## config.mk

```make
export PLATFORM = sky130hd
export DESIGN_NAME = seq_divider_flat
export DESIGN_NICKNAME = d
export VERILOG_FILES = /design/src/rtl/seq_divider_if.sv /design/src/rtl/seq_divider.sv /design/src/flat_wrapper.sv
export SDC_FILE = /design/constraint.sdc
export NUM_CORES = 1
export LEC_CHECK = 0
export BUFFER_PORTS_ARGS = -buffer_cell sky130_fd_sc_hd__buf_4
export CORE_ASPECT_RATIO = 1.1
export CORE_MARGIN = 2
export CORE_UTILIZATION = 52
export DETAILED_ROUTE_END_ITERATION = 10
export HOLD_SLACK_MARGIN = 0.15
export PLACE_DENSITY = 0.71
export SLEW_MARGIN = 20
export SYNTH_ARGS = -nofsm -noshare
export SYNTH_HDL_FRONTEND = slang
export SYNTH_SLANG_ARGS = --single-unit
```

## constraint.sdc

```tcl
create_clock -name clk -period 7.5 [get_ports clk]
set_clock_uncertainty 0.1 [all_clocks]
set_input_delay 0.75 -clock clk [delete_from_list [all_inputs] [get_ports clk]]
set_output_delay 0.75 -clock clk [all_outputs]
set_load 0.02 [all_outputs]
```

## src/rtl/seq_divider_if.sv

```systemverilog
// seq_divider_if: start/done handshake and result bus for the DIV/REM unit.
// master drives operands, slave (the divider) returns results.
interface seq_divider_if #(
  parameter int WIDTH = 32
);
  logic             start;
  logic             signed_mode;
  logic [WIDTH-1:0] dividend;
  logic [WIDTH-1:0] divisor;
  logic             busy;
  logic             done;
  logic [WIDTH-1:0] quotient;
  logic [WIDTH-1:0] remainder;
  logic             div_by_zero;

  modport master (
    output start, signed_mode, dividend, divisor,
    input  busy, done, quotient, remainder, div_by_zero
  );

  modport slave (
    input  start, signed_mode, dividend, divisor,
    output busy, done, quotient, remainder, div_by_zero
  );
endinterface

```

## src/rtl/seq_divider.sv

```systemverilog
// seq_divider: non-restoring multi-cycle divider, one quotient bit per clock.
// Optional abort port enabled by defining SEQ_DIVIDER_ABORT_EN.
module seq_divider #(
  parameter int WIDTH = 32
) (
  input  logic clk,
  input  logic rst_n,
`ifdef SEQ_DIVIDER_ABORT_EN
  input  logic abort,
`endif
  seq_divider_if.slave bus
);

  localparam int CW = (WIDTH > 1) ? $clog2(WIDTH) : 1;

  typedef enum logic [1:0] {
    IDLE,
    ITER,
    FIX,
    DONE
  } state_t;

  state_t state;
  state_t state_nxt;

  logic [WIDTH:0]   pr;
  logic [WIDTH-1:0] dq;
  logic [WIDTH-1:0] dv;
  logic [CW-1:0]    cnt;
  logic             q_neg;
  logic             r_neg;

  logic             accept;
  logic             zero_div;
  logic             a_neg;
  logic             b_neg;
  logic [WIDTH-1:0] a_mag;
  logic [WIDTH-1:0] b_mag;
  logic [WIDTH:0]   pr_shift;
  logic [WIDTH:0]   pr_step;
  logic [WIDTH:0]   r_fix;
  logic [WIDTH-1:0] q_out;
  logic [WIDTH-1:0] r_out;
  logic             last;
  logic             kill;

`ifdef SEQ_DIVIDER_ABORT_EN
  assign kill = abort && (state != IDLE);
`else
  assign kill = 1'b0;
`endif

  assign accept   = (state == IDLE) && bus.start;
  assign zero_div = (bus.divisor == '0);
  assign a_neg    = bus.signed_mode & bus.dividend[WIDTH-1];
  assign b_neg    = bus.signed_mode & bus.divisor[WIDTH-1];
  assign a_mag    = a_neg ? -bus.dividend : bus.dividend;
  assign b_mag    = b_neg ? -bus.divisor : bus.divisor;

  // Partial remainder is WIDTH+1 bits; modular wrap in the shifted
  // intermediate is harmless because the step result always fits.
  assign pr_shift = {pr[WIDTH-1:0], dq[WIDTH-1]};
  assign pr_step  = pr[WIDTH] ? pr_shift + {1'b0, dv}
                              : pr_shift - {1'b0, dv};
  assign r_fix    = pr[WIDTH] ? pr + {1'b0, dv} : pr;
  assign q_out    = q_neg ? -dq : dq;
  assign r_out    = r_neg ? -r_fix[WIDTH-1:0] : r_fix[WIDTH-1:0];
  assign last     = (cnt == CW'(WIDTH - 1));

  // State register
  always_ff @(posedge clk) begin
    if (!rst_n) state <= IDLE;
    else        state <= state_nxt;
  end

  // Next-state logic
  always_comb begin
    state_nxt = state;
    case (state)
      IDLE: if (bus.start) state_nxt = zero_div ? DONE : ITER;
      ITER: if (last)      state_nxt = FIX;
      FIX:                 state_nxt = DONE;
      DONE:                state_nxt = IDLE;
      default:             state_nxt = IDLE;
    endcase
    if (kill) state_nxt = IDLE;
  end

  // Handshake outputs decoded from state
  always_comb begin
    bus.busy = (state != IDLE);
    bus.done = (state == DONE);
  end

  // Working registers: operand capture and one iteration per ITER cycle
  always_ff @(posedge clk) begin
    if (!rst_n) begin
      pr    <= '0;
      dq    <= '0;
      dv    <= '0;
      cnt   <= '0;
      q_neg <= 1'b0;
      r_neg <= 1'b0;
    end else if (accept && !zero_div) begin
      pr    <= '0;
      dq    <= a_mag;
      dv    <= b_mag;
      cnt   <= '0;
      q_neg <= a_neg ^ b_neg;
      r_neg <= a_neg;
    end else if (state == ITER) begin
      pr  <= pr_step;
      dq  <= {dq[WIDTH-2:0], ~pr_step[WIDTH]};
      cnt <= cnt + CW'(1);
    end
  end

  // Result registers: written on divide-by-zero accept or at FIX
  always_ff @(posedge clk) begin
    if (!rst_n) begin
      bus.quotient    <= '0;
      bus.remainder   <= '0;
      bus.div_by_zero <= 1'b0;
    end else if (accept && zero_div) begin
      bus.quotient    <= '1;
      bus.remainder   <= bus.dividend;
      bus.div_by_zero <= 1'b1;
    end else if (state == FIX && !kill) begin
      bus.quotient    <= q_out;
      bus.remainder   <= r_out;
      bus.div_by_zero <= 1'b0;
    end
  end

endmodule

```

## src/flat_wrapper.sv

```systemverilog
// flat-port wrapper written by rule: the top's interface ports become plain ports
module seq_divider_flat 
#(
  parameter int WIDTH = 32
)
  (clk, rst_n, bus_start, bus_signed_mode, bus_dividend, bus_divisor, bus_busy, bus_done, bus_quotient, bus_remainder, bus_div_by_zero);
  seq_divider_if #(.WIDTH(WIDTH)) bus_i ();
  input  logic clk;
  input  logic rst_n;
  input wire logic [$bits(bus_i.start)-1:0] bus_start;
  input wire logic [$bits(bus_i.signed_mode)-1:0] bus_signed_mode;
  input wire logic [$bits(bus_i.dividend)-1:0] bus_dividend;
  input wire logic [$bits(bus_i.divisor)-1:0] bus_divisor;
  output wire logic [$bits(bus_i.busy)-1:0] bus_busy;
  output wire logic [$bits(bus_i.done)-1:0] bus_done;
  output wire logic [$bits(bus_i.quotient)-1:0] bus_quotient;
  output wire logic [$bits(bus_i.remainder)-1:0] bus_remainder;
  output wire logic [$bits(bus_i.div_by_zero)-1:0] bus_div_by_zero;
  assign bus_i.start = bus_start;
  assign bus_i.signed_mode = bus_signed_mode;
  assign bus_i.dividend = bus_dividend;
  assign bus_i.divisor = bus_divisor;
  assign bus_busy = bus_i.busy;
  assign bus_done = bus_i.done;
  assign bus_quotient = bus_i.quotient;
  assign bus_remainder = bus_i.remainder;
  assign bus_div_by_zero = bus_i.div_by_zero;
  seq_divider #(.WIDTH(WIDTH)) u_core (.clk(clk), .rst_n(rst_n), .bus(bus_i));
endmodule
```

==> metrics <==
post-synthesis xor/xnor area fraction=between 10% and 20%; status=completed; wire length after detailed routing=about 38000 um; post-route ant nets=0; Worst path max stage delay=roughly 0.40 ns; Period Utilization, post-route=just under 70%; synth top area cells=dfxtp_1, ha_1, xor2_1; unrepaired setup endpoints after global routing=false; crit path capture type=flip-flop; cell accounting for the most synthesized area=dfxtp_1; Distinct cells, synth=83; mux cell area share after synthesis=under 10%; core footprint=about 0.026 mm^2; WP buf/inv=0; commonest non-fill, non-tap cell in the layout=nor2_1; Synth Instances=approximately 1.8k; Max Slew Vio Count=0; most frequent cells in the layout=nor2_1, dfxtp_1, a21oi_1; n_diodes=0; port buffer count=~130; row cnt=62; CTS tree=done; Compound-Gate Fraction of Synth Area=a little over a quarter; largest net degree at the start of global routing=87; largest family of logic cells by synthesized area=compound AO/OA/AOI/OAI gates; Async SR Flop Fraction=0%; nets@finish=1997; clock power share=between 10% and 20%; Die Area=0.02783 mm^2; Net Count, Synth=between 1.5k and 2k; Vias/cell=5.986; register area share after synthesis=about a quarter; GRT overflow=0; share of layout cells above drive strength 1=11.37%; DR iter-0 viols=1095; via count=13.27k; Pwr Density=455.1 mW/mm^2; max_slew headroom=37.84%; # H-tree levels=4; GPL Wtd Cong=around 0.95; Switching Share=between 40 and 50%; post-cts resize count=0; Slew @ Worst Pin=0.9324 ns; CTS clk-pin slew, worst paths=0.07 ns; Comb power frac=between 60% and 70%; GRT Util Overall=a little over a quarter; Worst EP required=~7.7 ns; TritonCTS sink count=roughly 170; CP Data Arrival Time=between 5 and 6 ns; FF+latch count, synth=between 150 and 200; sw power=between 3 and 4 mW; sequential power share=~22%; first-pass GRT wire length=62370 um; Clock Root Buffer=clkbuf_16; Crit Path Class=flip-flop to flip-flop; post-DP HPWL=about 30000 um; Critical-path top delay cell=nor3b_1; cell family with most CP delay=compound AO/OA/AOI/OAI gates; Synth Area in Simple Gates=20.20%; Die Ht=174.8 um; IO Count=135; leakage=6.165 nW; area delta synth->final=13.17%; synth warn=0; Initial Util=a little over half; die width=~160 um; Synth Flop Type=dfxtp_1; CTS max path bufs=2; min Tclk post-route=5.179 ns; initial antenna violation count=0; clock latency on the worst-skew pair=0.44 ns; syn avg cell area=roughly 7.7 um^2; Synth Area in Adders=7.098%; DR pass1 iterations=6; Syn Std Cell Area=about 0.014 mm^2; Hold Path Class=flip-flop to flip-flop; Core Util, Final=about three fifths; startpoint types=flip-flop; internal power=between 3 and 4 mW; VDD IR max=~0.17 mV; final setup fails=0; Post-synth EDFFs=0; Setup Buffers After CTS=0; vias in the first global route=between 10k and 15k; WL/cell=about 17 um; hold buffers post-CTS=0; Fmax=around 190 MHz; setup_tns=0 ns; Yosys top cell area share=24.83%; TritonCTS Buffers=17; crit path cell chain=nor3_1 > nand3_1 > or3_1 > nor3b_1 > nor3b_1 > a21oi_1 > xor2_1 > ha_1 > a211o_1 > a2111o_1 > a31o_2 > a221o_1 > a41oi_1 > a21oi_1 > a311oi_1 > xor2_1 > a311oi_1; maxcap violations=0; critical-path maximum fanout=6; DRC=0; final hold viol count=0
routing by layer:
layer / vias up / global-route usage [%] / part of all wire [%]
met4: 0 / 7.311 / 1.7
met3: 38 / 3.703 / 5.4
met2: 400 / 46.41 / 47
li1: 6740 / - / -
met1: 6087 / 35.62 / 46
met5: - / 0 / 0
path summary, 6_finish.rpt:
kind	end	depth (start not counted)	slack, ns	from
hold reg to reg	u_core.bus.div_by_zero	2	0.37	u_core.bus.div_by_zero
setup reg to reg	u_core.dq[0]	17	2.32	u_core.dv[2]
hold / removal	u_core.bus.div_by_zero	2	0.37	u_core.bus.div_by_zero
setup / recovery	u_core.dq[0]	17	2.32	u_core.dv[2]
power groups by stage:
stage                     clock [mW]  combinational (mW)  sequential (mW)
final                          0.923                4.59             1.59
after global routing           0.971                5.11             1.63
after CTS                      0.939                4.55             1.58
after detailed placement           0                4.52             1.59
after global placement             0                4.47             1.59
after floorplan                    0                3.51             1.55
through the flow:
step	setup WS, ns	instance area, um^2	hold WS (ns)	total power, mW	cells
after detailed placement	2.388	14990	0.3653	6.115	2185
after CTS	2.322	15600	0.3744	7.060	2216
after global placement	2.499	14990	0.3710	6.055	2185
after floorplan	1.774	13780	0.3675	5.057	1785
after global routing	2.049	15600	0.3884	7.705	2216
final	2.321	15600	0.3713	7.099	2216
final cells by class:
| class | count | area, um^2 |
|---|---|---|
| flip-flops and latches | 171 | 3426 |
| multi-input cells | 1478 | 9881 |
| repair buffers | 147 | 1104 |
| clock inverters | 12 | 165.2 |
| inverters | 37 | 141.4 |
| well taps | 352 | 440.4 |
| clock buffers | 19 | 442.9 |
| fillers | 2507 | 10470 |
flip-flops by register name, summed over array words and instances (netlist names):
signal	count
u_core.cnt	5
u_core.bus.remainder	32
u_core.q_neg	1
u_core.r_neg	1
u_core.pr	33
u_core.bus.quotient	32
u_core.bus.div_by_zero	1
u_core.dv	32
u_core.dq	32
u_core.state	2
logic make-up after synthesis:
logic type / Yosys count
mux: 86
buf+inv: 136
simple gates: 574
fa+ha+maj: 77
xor+xnor: 178
flops: 171
compound gates: 563
cells in the mapped netlist, types with 14 or more instances:
library cell and count:
a211oi_1 86, a21o_1 23, a21oi_1 153, a31oi_1 14
and3_1 24, clkbuf_1 82, dfxtp_1 171, ha_1 75
inv_1 36, mux2i_1 81, nand2_1 144, nand3_1 43
nor2_1 193, nor3_1 45, nor4_1 15, o211ai_1 20
o21ai_0 118, o31ai_1 34, o41ai_1 14, or4_1 16
xnor2_1 80, xor2_1 98
worst reg2reg max path, delay by kind of cell, from the launching register on:
family / cells / cell delay [ns]
xor+xnor: 2 / 0.29
fa+ha+maj: 1 / 0.37
compound gates: 9 / 2.42
flops: 1 / 0.38
simple gates: 5 / 1.53
(Power assumes the default switching activity.)
